## src/rtl/sa_result_drain_if.sv

```systemverilog
// Result stream from the systolic-array drain stage to its consumer.
// Carries one FP16 beat per handshake, tagged with its PE index and a last flag.
// A beat transfers on a clock edge where out_valid && out_ready.
//   master: drives out_valid/out_data/out_idx/out_last, samples out_ready
//   slave : samples the beat, drives out_ready
interface sa_result_drain_if #(
    parameter int IDX_W = 2
);
    logic             out_valid;
    logic             out_ready;
    logic [15:0]      out_data;
    logic [IDX_W-1:0] out_idx;
    logic             out_last;

    modport master (
        output out_valid,
        output out_data,
        output out_idx,
        output out_last,
        input  out_ready
    );

    modport slave (
        input  out_valid,
        input  out_data,
        input  out_idx,
        input  out_last,
        output out_ready
    );
endinterface

```

## src/rtl/sa_result_drain.sv

```systemverilog
// Purpose: snapshot N*N PE accumulators on sa_done rise, convert to FP16, stream in PE order.
// Latency: first beat valid two cycles after the edge that samples sa_done rising; then 1 beat/cycle.
// Backpressure: out_ready low freezes the whole 2-stage pipeline; the beat on the bus holds stable.
//
// Ports:
//   clk, rst      clock (rising edge) and asynchronous active-low reset
//   sa_done       array completion; only its rising edge is used
//   exp_in        PE k exponent at [5k+4:5k], unsigned
//   acc_in        PE k accumulator at [k*ACC_WIDTH +: ACC_WIDTH], two's complement
//   drain         result stream (out_valid/out_ready/out_data/out_idx/out_last)
//   busy          a snapshot is held or still draining
//   overrun       sticky: a completion edge arrived while busy and was dropped
module sa_result_drain #(
    parameter int N         = 2,
    parameter int ACC_WIDTH = 32,
    parameter int FRAC_BITS = 10,
    parameter int IDX_W     = 2
) (
    input  logic                      clk,
    input  logic                      rst,
    input  logic                      sa_done,
    input  logic [5*N*N-1:0]          exp_in,
    input  logic [ACC_WIDTH*N*N-1:0]  acc_in,
    sa_result_drain_if.master         drain,
    output logic                      busy,
    output logic                      overrun
);

    localparam int NN = N * N;
    // Width holding a leading-one position 0..ACC_WIDTH-1.
    localparam int PW = (ACC_WIDTH > 1) ? $clog2(ACC_WIDTH) : 1;
    // Biased exponent p + exp - FRAC_BITS: PW bits + 5 bits + sign, with headroom.
    localparam int EW = PW + 8;

    localparam logic [IDX_W-1:0]    LAST_IDX = IDX_W'(NN - 1);
    localparam logic signed [EW-1:0] E_INF   = EW'(31);

    localparam logic [0:0] S_IDLE  = 1'b0;
    localparam logic [0:0] S_DRAIN = 1'b1;

    logic [0:0]           state;
    logic                 done_q;

    logic [4:0]           exp_snap [NN];
    logic [ACC_WIDTH-1:0] acc_snap [NN];

    logic [IDX_W-1:0]     rd_ptr;
    logic                 rd_act;

    // Stage 1: magnitude, sign and leading-one position of one element.
    logic                 s1_vld;
    logic                 s1_sign;
    logic                 s1_zero;
    logic                 s1_last;
    logic [PW-1:0]        s1_p;
    logic [ACC_WIDTH-1:0] s1_mag;
    logic [4:0]           s1_exp;
    logic [IDX_W-1:0]     s1_idx;

    logic                 done_edge;
    logic                 adv;
    logic                 last_hs;
    logic                 capture;

    logic [ACC_WIDTH-1:0] src_acc;
    logic [ACC_WIDTH-1:0] src_mag;
    logic [4:0]           src_exp;
    logic [IDX_W-1:0]     src_idx;
    logic [PW-1:0]        src_p;

    logic signed [EW-1:0] e_big;
    logic [9:0]           mant;
    logic [15:0]          conv;

    assign done_edge = sa_done && !done_q;
    // Pipeline moves whenever the output register is empty or being consumed.
    assign adv       = !drain.out_valid || drain.out_ready;
    assign last_hs   = drain.out_valid && drain.out_ready && drain.out_last;
    // A new tile is accepted when idle, or on the very edge the previous tile's
    // final beat leaves; at that point every snapshot entry has been read.
    assign capture   = done_edge && ((state == S_IDLE) || last_hs);
    assign busy      = (state == S_DRAIN);

    // Stage-1 source. On the capture edge element 0 is taken straight from the
    // inputs so the first beat is not delayed by the snapshot write.
    always_comb begin
        src_acc = acc_snap[rd_ptr];
        src_exp = exp_snap[rd_ptr];
        src_idx = rd_ptr;
        if (capture) begin
            src_acc = acc_in[ACC_WIDTH-1:0];
            src_exp = exp_in[4:0];
            src_idx = '0;
        end
        // Unsigned magnitude: the most negative value maps to 2^(ACC_WIDTH-1).
        src_mag = src_acc[ACC_WIDTH-1] ? (~src_acc + 1'b1) : src_acc;
        src_p   = '0;
        for (int i = 0; i < ACC_WIDTH; i++) begin
            if (src_mag[i]) begin
                src_p = PW'(i);
            end
        end
    end

    // Stage 2 conversion. Shifting {mag, 10'b0} right by p puts the leading one
    // at bit 10, so bits 9:0 are the mantissa, zero-filled when p < 10 and
    // truncated (round toward zero) otherwise.
    always_comb begin
        e_big = EW'(s1_p) + EW'(s1_exp) - EW'(FRAC_BITS);
        mant  = 10'({s1_mag, 10'b0} >> s1_p);
        if (s1_zero) begin
            conv = 16'h0000;
        end else if (e_big >= E_INF) begin
            conv = {s1_sign, 15'h7C00};
        end else if (e_big[EW-1] || (e_big == '0)) begin
            conv = {s1_sign, 15'h0000};
        end else begin
            conv = {s1_sign, e_big[4:0], mant};
        end
    end

    // Control: state, edge history, sticky overrun.
    always_ff @(posedge clk or negedge rst) begin
        if (!rst) begin
            state   <= S_IDLE;
            done_q  <= 1'b0;
            overrun <= 1'b0;
        end else begin
            done_q <= sa_done;
            if (done_edge && !capture) begin
                overrun <= 1'b1;
            end
            case (state)
                S_IDLE: begin
                    if (capture) begin
                        state <= S_DRAIN;
                    end
                end
                S_DRAIN: begin
                    if (last_hs && !capture) begin
                        state <= S_IDLE;
                    end
                end
                default: state <= S_IDLE;
            endcase
        end
    end

    // Snapshot registers: written only when a tile is accepted.
    always_ff @(posedge clk or negedge rst) begin
        if (!rst) begin
            for (int k = 0; k < NN; k++) begin
                exp_snap[k] <= '0;
                acc_snap[k] <= '0;
            end
        end else if (capture) begin
            for (int k = 0; k < NN; k++) begin
                exp_snap[k] <= exp_in[k*5 +: 5];
                acc_snap[k] <= acc_in[k*ACC_WIDTH +: ACC_WIDTH];
            end
        end
    end

    // Read pointer. Capture already issues element 0, so the walk resumes at 1.
    always_ff @(posedge clk or negedge rst) begin
        if (!rst) begin
            rd_ptr <= '0;
            rd_act <= 1'b0;
        end else if (capture) begin
            rd_ptr <= (NN > 1) ? IDX_W'(1) : '0;
            rd_act <= (NN > 1);
        end else if (adv && rd_act) begin
            rd_ptr <= rd_ptr + 1'b1;
            if (rd_ptr == LAST_IDX) begin
                rd_act <= 1'b0;
            end
        end
    end

    // Stage 1 register. capture implies adv (idle, or the output is being consumed).
    always_ff @(posedge clk or negedge rst) begin
        if (!rst) begin
            s1_vld  <= 1'b0;
            s1_sign <= 1'b0;
            s1_zero <= 1'b0;
            s1_last <= 1'b0;
            s1_p    <= '0;
            s1_mag  <= '0;
            s1_exp  <= '0;
            s1_idx  <= '0;
        end else if (adv) begin
            s1_vld <= capture || rd_act;
            if (capture || rd_act) begin
                s1_sign <= src_acc[ACC_WIDTH-1];
                s1_zero <= (src_acc == '0);
                s1_last <= (src_idx == LAST_IDX);
                s1_p    <= src_p;
                s1_mag  <= src_mag;
                s1_exp  <= src_exp;
                s1_idx  <= src_idx;
            end
        end
    end

    // Output register: holds the beat while the consumer stalls.
    always_ff @(posedge clk or negedge rst) begin
        if (!rst) begin
            drain.out_valid <= 1'b0;
            drain.out_data  <= '0;
            drain.out_idx   <= '0;
            drain.out_last  <= 1'b0;
        end else if (adv) begin
            drain.out_valid <= s1_vld;
            if (s1_vld) begin
                drain.out_data <= conv;
                drain.out_idx  <= s1_idx;
                drain.out_last <= s1_last;
            end
        end
    end

endmodule

```

## src/flat_wrapper.sv

```systemverilog
// flat-port wrapper written by rule: the top's interface ports become plain ports
module sa_result_drain_flat 
#(
    parameter int N         = 2,
    parameter int ACC_WIDTH = 32,
    parameter int FRAC_BITS = 10,
    parameter int IDX_W     = 2
)
  (clk, rst, sa_done, exp_in, acc_in, busy, overrun, drain_out_valid, drain_out_data, drain_out_idx, drain_out_last, drain_out_ready);
  sa_result_drain_if #(.IDX_W(IDX_W)) drain_i ();
  input  logic clk;
  input  logic rst;
  input  logic sa_done;
  input  logic [5*N*N-1:0] exp_in;
  input  logic [ACC_WIDTH*N*N-1:0] acc_in;
  output logic busy;
  output logic overrun;
  output wire logic [$bits(drain_i.out_valid)-1:0] drain_out_valid;
  output wire logic [$bits(drain_i.out_data)-1:0] drain_out_data;
  output wire logic [$bits(drain_i.out_idx)-1:0] drain_out_idx;
  output wire logic [$bits(drain_i.out_last)-1:0] drain_out_last;
  input wire logic [$bits(drain_i.out_ready)-1:0] drain_out_ready;
  assign drain_out_valid = drain_i.out_valid;
  assign drain_out_data = drain_i.out_data;
  assign drain_out_idx = drain_i.out_idx;
  assign drain_out_last = drain_i.out_last;
  assign drain_i.out_ready = drain_out_ready;
  sa_result_drain #(.N(N), .ACC_WIDTH(ACC_WIDTH), .FRAC_BITS(FRAC_BITS), .IDX_W(IDX_W)) u_core (.clk(clk), .rst(rst), .sa_done(sa_done), .exp_in(exp_in), .acc_in(acc_in), .drain(drain_i), .busy(busy), .overrun(overrun));
endmodule
```

## config.mk

```make
export PLATFORM = sky130hd
export DESIGN_NAME = sa_result_drain_flat
export DESIGN_NICKNAME = d
export VERILOG_FILES = /design/src/rtl/sa_result_drain_if.sv /design/src/rtl/sa_result_drain.sv /design/src/flat_wrapper.sv
export SDC_FILE = /design/constraint.sdc
export NUM_CORES = 1
export LEC_CHECK = 0
export CAP_MARGIN = 20
export CORE_MARGIN = 1.5
export CORE_UTILIZATION = 25
export CTS_CLUSTER_SIZE = 16
export DETAILED_ROUTE_END_ITERATION = 8
export MAX_ROUTING_LAYER = met4
export PLACE_DENSITY = 0.54
export SLEW_MARGIN = 20
export SYNTH_ARGS = -nofsm -noshare
export SYNTH_HDL_FRONTEND = slang
export SYNTH_SLANG_ARGS = --single-unit
```

## constraint.sdc

```tcl
create_clock -name clk -period 4.3 [get_ports clk]
set_input_delay 1.075 -clock clk [delete_from_list [all_inputs] [get_ports clk]]
set_output_delay 1.075 -clock clk [all_outputs]
set_load 0.005 [all_outputs]
```

==> summary.md, run 1 <==
| Metric | Value |
|---|---|
| Status | `finished, final reports clean` |
| Global-route wire length before repair | `60600 microns` |
| Final Slew Violations | `0` |
| Vias | `~11000` |
| Tot GR Track Use | `0.147` |
| Setup_tns | `0 ns` |
| Slowest stage delay, CP | `0.62 ns` |
| Post-DR wirelength/cell | `15.9 microns` |
| Cell taking the most area after synthesis | `dfrtp_1` |
| Synthesized flop and latch total | `around 220` |
| WP data arrival | `4.47 ns` |
| I/O Pins | `about 170` |
| Net Count, Synth | `1578` |
| RSZ-0062 raised after global routing | `false` |
| Worst setup SP type | `flip-flop` |
| Dpl hpwl | `28100 microns` |
| Post-Layout Cell Count | `2342` |
| TritonCTS buffer count | `26` |
| DR pass1 iterations | `5` |
| CTS Root Cell | `clkbuf_16` |
| Power per cell area | `883 mW/mm^2` |
| Die Wd | `229 microns` |
| Initial antenna violation count | `1` |
| CTS Sinks | `221` |
| Asr flop ratio synth | `1.00` |
| Worst IR Drop VDD | `around 0.40 mV` |
| # rows | `82` |
| Synth Area per Inst | `9.00 sq um` |
| DRT iter0 DRCs | `626` |
| Mapped Cells | `1416` |
| Min Tclk post-route | `4.04 ns` |
| Crit-path max FO | `10` |
| DRC violations left | `0` |
| CTS clock-pin slew for the worst setup and hold paths | `about 0.060 ns` |
| Pin count of the biggest net entering global routing | `88` |
| Hold Fails Final Rpt | `0` |
| PortBufs | `roughly 170` |
| Worst Tran Pin Value | `0.732 ns` |
| Number of synthesized flops with an enable pin | `0` |
| Clk_lat worst skew | `0.54 ns` |
| Top cell by count, worst path | `ha_1` |
| Hold buffers post-CTS | `0` |
| Sequential area share after synthesis | `0.434` |
| Grt total ovfl | `0` |
| Mapped Area | `between 0.01 and 0.015 sq mm` |
| # setup viols final | `0` |
| Post-synth top area share | `0.434` |
| Largest cells by area after synthesis | `dfrtp_1 (43%), nand2_1 (17%), mux4_2 (8.1%), mux2i_1 (4.5%), o21ai_0 (2.9%)` |
| CTS tree | `done` |
| Final wirelength | `37200 microns` |
| Vias in the first global route | `~11000` |
| Crit path capture type | `flip-flop` |
| Via density | `4.55` |
| Cell variety after synth | `80` |
| Worst path slowest cell | `a2111oi_1` |
| Final ANT Viol Nets | `0` |
| Fmax | `0.247 GHz` |
| Fillers | `about 5300` |
| Ys flop type | `dfrtp_1` |
| Placed Cells | `about 2300` |
| Initial Util | `0.253` |
| Lkg Pwr | `7.87 nW` |
| DIE AREA | `0.0523 sq mm` |
| Nets | `1811` |
| H-tree levels | `1` |
| Setup Crit Path Kind | `reg2reg` |
| Placer congestion estimate | `approximately 0.84` |
| Worst slew margin | `0.512` |
| Synth Warn # | `0` |
| Worst EP required | `4.73 ns` |
| Worst path cell trace | `ha_1 > fa_1 > xnor2_1 > ha_1 > inv_1 > a21oi_1 > ha_1 > inv_1 > a2111oi_1 > a21oi_1 > o32ai_1 > nor2_1 > a22o_1` |
| Core area | `just over 0.05 sq mm` |
| Total of max-cap violations | `0` |
| Worst clock skew | `0.0109 ns` |
| Area Overhead vs Synth | `32.1%` |
| Die Y | `229 microns` |
| Tcrit/Tclk final | `0.940` |
| Share of layout cells above drive strength 1 | `0.160` |
| CTS max path bufs | `3` |
| Hold WC Path Type | `reg2reg` |
path summary, 6_finish.rpt:
kind	start	to	slack [ns]	cells after the start
setup / recovery	u_core.s1_p[0]	u_core.drain.out_data[4]	0.26	13
hold / removal	u_core.acc_snap[56]	u_core.acc_snap[56]	0.47	2
setup reg to reg	u_core.s1_p[0]	u_core.drain.out_data[4]	0.26	13
hold reg to reg	u_core.acc_snap[56]	u_core.acc_snap[56]	0.47	2
max in group asynchronous	rst	u_core.exp_snap[12]	2.84	2
min in group asynchronous	rst	u_core.acc_snap[74]	0.52	1
Yosys cell counts (4+ instances only):
cell type,instances
and2_1,6
a22oi_1,4
a211oi_1,7
nand3_1,13
a21o_1,4
buf_4,4
a22o_1,13
clkbuf_1,62
mux2i_1,57
o31ai_1,7
a21oi_1,32
mux2_2,24
buf_6,10
xnor2_1,21
a31oi_1,17
nor2_1,50
nor2b_1,9
buf_2,6
and3_1,4
a221oi_1,4
o32ai_1,4
nand2b_1,12
inv_1,14
nor3_1,15
mux4_2,46
o21ai_0,73
o211ai_1,10
or2_2,5
xor2_1,16
dfrtp_1,221
ha_1,9
nand2_1,569
critical path: cells and delay by family, from the launching register on:
kind	cells	cell delay, ns
AO/OA/AOI/OAI	5	1.75
XOR/XNOR	1	0.33
adder cells (fa/ha/maj)	4	1.04
buffers and inverters	2	0.08
flip-flops	1	0.41
AND/OR/NAND/NOR	1	0.32
layer usage:
layer,up-vias,global-route usage,wire length [microns]
met5,-,-,0
met4,0,0.0350,654
met3,42,0.0180,1300
met2,213,0.230,17000
met1,5087,0.203,18300
li1,5306,-,-
power breakdown:
group | switching [mW] | internal, mW
Sequential | 0.638 | 3.00
Combinational | 4.65 | 4.14
Clock | 0.899 | 1.53
Total | 6.18 | 8.68
per-stage QoR:
stage	setup WS, ns	instance area, sq um	hold WS [ns]	power, mW	util
6_report	0.258	16800	0.469	14.9	0.335
5_1_grt	0.0201	16800	0.489	16.1	0.335
4_1_cts	0.220	16800	0.473	15.0	0.335
3_5_place_dp	-0.205	15900	0.457	12.5	0.316
3_3_place_gp	-0.0635	15900	0.454	12.4	0.316
2_1_floorplan	0.745	12700	0.436	9.27	-
cells in the final DEF (no fill, tap or decap), types with 13 or more instances in the layout:
| cell type | Yosys | layout |
|---|---|---|
| nor3_1 | 15 | 15 |
| buf_4 | 4 | 112 |
| nand2_1 | 569 | 569 |
| xor2_1 | 16 | 16 |
| a22o_1 | 13 | 13 |
| dfrtp_1 | 221 | 219 |
| inv_1 | 14 | 14 |
| mux4_2 | 46 | 46 |
| a31oi_1 | 17 | 17 |
| mux2_2 | 24 | 24 |
| a21oi_1 | 32 | 31 |
| xnor2_1 | 21 | 21 |
| nand3_1 | 13 | 13 |
| clkbuf_16 | 0 | 27 |
| mux2i_1 | 57 | 56 |
| o21ai_0 | 73 | 72 |
| nor2_1 | 50 | 50 |
| clkdlybuf4s50_1 | 0 | 172 |
cell families after synthesis:
family	share of synthesized area
muxes	0.155
adders and majority gates	0.0104
xor gates and xnor gates	0.0267
and+or+nand+nor	0.229
DFF	0.434
AOI/OAI and AO/OA	0.108
buffers and inverters	0.0371
state kept, by name (all words and copies together), names as in the netlist:
name                    count
u_core.acc_snap           128
u_core.s1_mag              31
u_core.exp_snap            20
u_core.drain.out_data      16
u_core.s1_exp               5
u_core.s1_p                 5
u_core.drain.out_idx        2
u_core.rd_ptr               2
u_core.s1_idx               2
u_core.busy                 1
u_core.done_q               1
u_core.drain.out_last       1
u_core.drain.out_valid      1
u_core.overrun              1
u_core.rd_act               1
u_core.s1_last              1
u_core.s1_sign              1
u_core.s1_vld               1
u_core.s1_zero              1
final cells by class:
| cell class | instances | area [sq um] | share of cell area |
|---|---|---|---|
| Clock buffer | 35 | 756 | 0.0449 |
| Multi-Input combinational cell | 1095 | 6770 | 0.402 |
| Clock inverter | 13 | 199 | 0.0118 |
| Tap cell | 672 | 841 | 0.0499 |
| Sequential cell | 221 | 5530 | 0.329 |
| Inverter | 15 | 56.3 | 0.00334 |
| Antenna cell | 1 | 2.50 | 0.000149 |
| Timing Repair Buffer | 290 | 2680 | 0.159 |
what timing repair did:
action,4_1_cts,5_1_grt
setup endpoints to repair,0,10
buffers inserted,0,0
gates resized for setup,0,1
Power figures use the tool's default switching activity.
==> run 2: changes to the inputs <==
Settings changed: CORE_MARGIN 1.5 to not set.
==> summary.md, run 2 (synthesis gave the netlist of run 1 again) <==
| Metric | Value |
|---|---|
| Status | `finished, final reports clean (unchanged)` |
| Net Sw Frac | `0.409 (was 0.416)` |
| Worst path cell trace | `clkdlybuf4s50_1 > nand3_1 > a21o_4 > mux2i_4 > nor3_4 > buf_12 > and3_1 > nand2_1 > and3b_1 > o32ai_1 > o2111ai_1 > a22oi_1 (was ha_1 > fa_1 > xnor2_1 > ha_1 > inv_1 > a21oi_1 > ha_1 > inv_1 > a2111oi_1 > a21oi_1 > o32ai_1 > nor2_1 > a22o_1)` |
| Commonest non-fill, non-tap cell in the layout | `nand2_1 (unchanged)` |
| # setup viols final | `0 (unchanged)` |
| Multi-input gate area | `0.00677 sq mm (about the same)` |
| Resize count post-CTS | `0 (unchanged)` |
| Global-route wire length before repair | `59400 microns (was 60600 microns)` |
| Clk_lat worst skew | `0.55 ns (was 0.54 ns)` |
| CTS clock-pin slew for the worst setup and hold paths | `0.06 ns (about the same)` |
| Worst EP required | `4.77 ns (was 4.73 ns)` |
| Setup Crit Path Kind | `in2reg (was reg2reg)` |
| Initial antenna violation count | `2 (was 1)` |
| Hold WC Path Type | `reg2reg (unchanged)` |
| CP bufs+invs | `2 (unchanged)` |
| WP depth | `12 (was 13)` |
| Worst setup SP type | `input port (was flip-flop)` |
| Biggest regs | `u_core.acc_snap: 128 flops, u_core.s1_mag: 31 flops, u_core.exp_snap: 20 flops (unchanged)` |
| Flip-flop count of the largest register after layout | `128 (unchanged)` |
| Tot GR Track Use | `0.145 (was 0.147)` |
| Reg power frac | `0.242 (was 0.245)` |
| Pin count of the biggest net entering global routing | `95 (was 88)` |
| DR pass1 iterations | `5 (unchanged)` |
| Dpl hpwl | `27800 microns (was 28100 microns)` |
| Hold_ws | `0.468 ns (was 0.469 ns)` |
| Min Tclk post-route | `3.91 ns (was 4.04 ns)` |
| Reg with most FFs | `u_core.acc_snap (unchanged)` |
| Crit-path max FO | `11 (was 10)` |
| Post-CTS setup buffers | `0 (unchanged)` |
| Reg area | `0.00553 sq mm (unchanged)` |
| Logic pwr share | `0.591 (about the same)` |
| Fillers | `5151 (was 5256)` |
| Grt total ovfl | `0 (unchanged)` |
| PortBufs | `173 (unchanged)` |
| Power per cell area | `887 mW/mm^2 (was 883 mW/mm^2)` |
| CTS max path bufs | `3 (unchanged)` |
| Nets | `1827 (was 1811)` |
| Initial Util | `0.254 (was 0.253)` |
| Worst Setup SP | `drain_out_ready (was u_core.s1_p[0])` |
| Worst r2r src | `u_core.s1_p[0] (unchanged)` |
| Share of layout cells above drive strength 1 | `0.167 (was 0.160)` |
| Worst path slowest cell | `nor3_4 (was a2111oi_1)` |
| Fin worst setup slack | `0.387 ns (was 0.258 ns)` |
| Core area | `0.0502 sq mm (was 0.0503 sq mm)` |
| Worst reg2reg path depth | `15 (was 13)` |
| Die Wd | `228 microns (was 229 microns)` |
| Lkg Pwr | `7.96 nW (was 7.87 nW)` |
| I/O Pins | `174 (unchanged)` |
| WP data arrival | `4.38 ns (was 4.47 ns)` |
| Tcrit/Tclk final | `0.910 (was 0.940)` |
| Final Slew Violations | `0 (unchanged)` |
| Area Overhead vs Synth | `33.4% (was 32.1%)` |
| Placement Setup Slack | `-0.223 ns (was -0.205 ns)` |
| Crit path capture type | `flip-flop (unchanged)` |
| Clock group share of total power | `0.166 (was 0.163)` |
| Worst r2r dst | `u_core.drain.out_data[6] (was u_core.drain.out_data[4])` |
| CTS tree | `done (unchanged)` |
| Total power | `15.1 mW (was 14.9 mW)` |
| Final Util | `0.339 (was 0.335)` |
| Hold buffers post-CTS | `0 (unchanged)` |
| Switching pwr | `6.17 mW (was 6.18 mW)` |
| Post-DR wirelength/cell | `15.4 microns (was 15.9 microns)` |
| Int Power | `8.90 mW (was 8.68 mW)` |
| Die Y | `228 microns (was 229 microns)` |
| Register-to-register setup slack | `0.44 ns (was 0.26 ns)` |
| DRT iter0 DRCs | `616 (was 626)` |
| Total of max-cap violations | `0 (unchanged)` |
| Worst IR Drop VDD | `0.384 mV (was 0.397 mV)` |
| Via density | `4.52 (was 4.55)` |
| Worst Tran Pin Value | `0.772 ns (was 0.732 ns)` |
| Highest-count cells in the layout ignoring fill and taps | `nand2_1 (569), dfrtp_1 (219), clkdlybuf4s50_1 (172) (unchanged)` |
| TritonCTS buffer count | `26 (unchanged)` |
| H-tree levels | `1 (unchanged)` |
| Crit path to | `u_core.s1_p[0] (was u_core.drain.out_data[4])` |
| DIE AREA | `0.0519 sq mm (was 0.0523 sq mm)` |
| CTS Root Cell | `clkbuf_16 (unchanged)` |
| Final wirelength | `36400 microns (was 37200 microns)` |
| CTS Sinks | `221 (unchanged)` |
| Final ANT Viol Nets | `0 (unchanged)` |
| Worst slew margin | `0.486 (was 0.512)` |
| Hold Fails Final Rpt | `0 (unchanged)` |
| Placer congestion estimate | `0.837 (was 0.838)` |
| Fmax | `0.256 GHz (was 0.247 GHz)` |
| RSZ-0062 raised after global routing | `false (unchanged)` |
| Vias in the first global route | `10700 (was 10900)` |
| DRC violations left | `0 (unchanged)` |
| # rows | `82 (unchanged)` |
| Slowest stage delay, CP | `0.50 ns (was 0.62 ns)` |
| Worst clock skew | `0.0163 ns (was 0.0109 ns)` |
| Vias | `10600 (about the same)` |
| Family with the most delay on the worst path | `simple AND/OR/NAND/NOR gates (was compound AO/OA/AOI/OAI gates)` |
## run 2: cell count changes in the layout (fill, tap and decap cells not counted)
cell	change
buf_4	+14
clkbuf_8	-4
buf_12	+2
bufinv_16	+2
clkinv_2	-2
inv_6	+2
a2111oi_0	+1
a2111oi_1	-1
clkinv_4	+1
clkinvlp_4	-1
diode_2	+1
## run 2: worst min-delay path by stage
stage                                    start                     end  cells after the start
after floorplan                  u_core.s1_vld  u_core.drain.out_valid                      2
after detailed placement   u_core.acc_snap[71]     u_core.acc_snap[71]                      2
after global placement    u_core.acc_snap[124]    u_core.acc_snap[124]                      2
after CTS                  u_core.acc_snap[84]     u_core.acc_snap[84]                      2
after global routing      u_core.acc_snap[104]    u_core.acc_snap[104]                      2
final                      u_core.acc_snap[84]     u_core.acc_snap[84]                      2
## run 2: worst register-to-register path: stages, from the launching register on
cell	delay [ns]
dfrtp_1	0.43
ha_1	0.23
fa_1	0.40
a21oi_1	0.16
nor2_1	0.05
nor2_1	0.11
xnor2_1	0.22
a21oi_1	0.10
ha_1	0.29
inv_1	0.03
a2111oi_0	0.38
buf_4	0.19
a21oi_1	0.06
o32ai_1	0.52
nor2_1	0.32
a22o_1	0.25
## run 2: per-layer routing
layer | wire (microns) | up-vias | GRT usage
li1 | - | 5337 | -
met2 | 16800 | 177 | 0.226
met5 | 0 | - | -
met3 | 1340 | 35 | 0.0195
met4 | 647 | 0 | 0.0353
met1 | 17600 | 5100 | 0.199
## run 2: power by group through the flow
stage               logic, mW  registers [mW]  clock network, mW
detailed placement       8.95            3.69                  0
floorplan                5.85            3.41                  0
global route             9.91            3.78               2.65
finish                   8.91            3.65               2.51
CTS                      8.98            3.66               2.57
global placement         8.85            3.66                  0
## run 2: final cells by class
cell class / instances / share of cell area
Multi-Input combinational cell: 1095 / 0.398
Sequential cell: 221 / 0.325
Timing Repair Buffer: 306 / 0.166
Tap cell: 672 / 0.0495
Clock buffer: 31 / 0.0412
Clock inverter: 15 / 0.0158
Inverter: 15 / 0.00331
Antenna cell: 2 / 0.000294
## run 2: per-stage QoR
step | cell area, sq um | cells | setup TNS, ns
2_1_floorplan | 12700 | 1416 | 0
3_3_place_gp | 16000 | 2309 | -0.266
3_5_place_dp | 16000 | 2309 | -0.435
4_1_cts | 17000 | 2355 | 0
5_1_grt | 17000 | 2357 | 0
6_report | 17000 | 2357 | 0
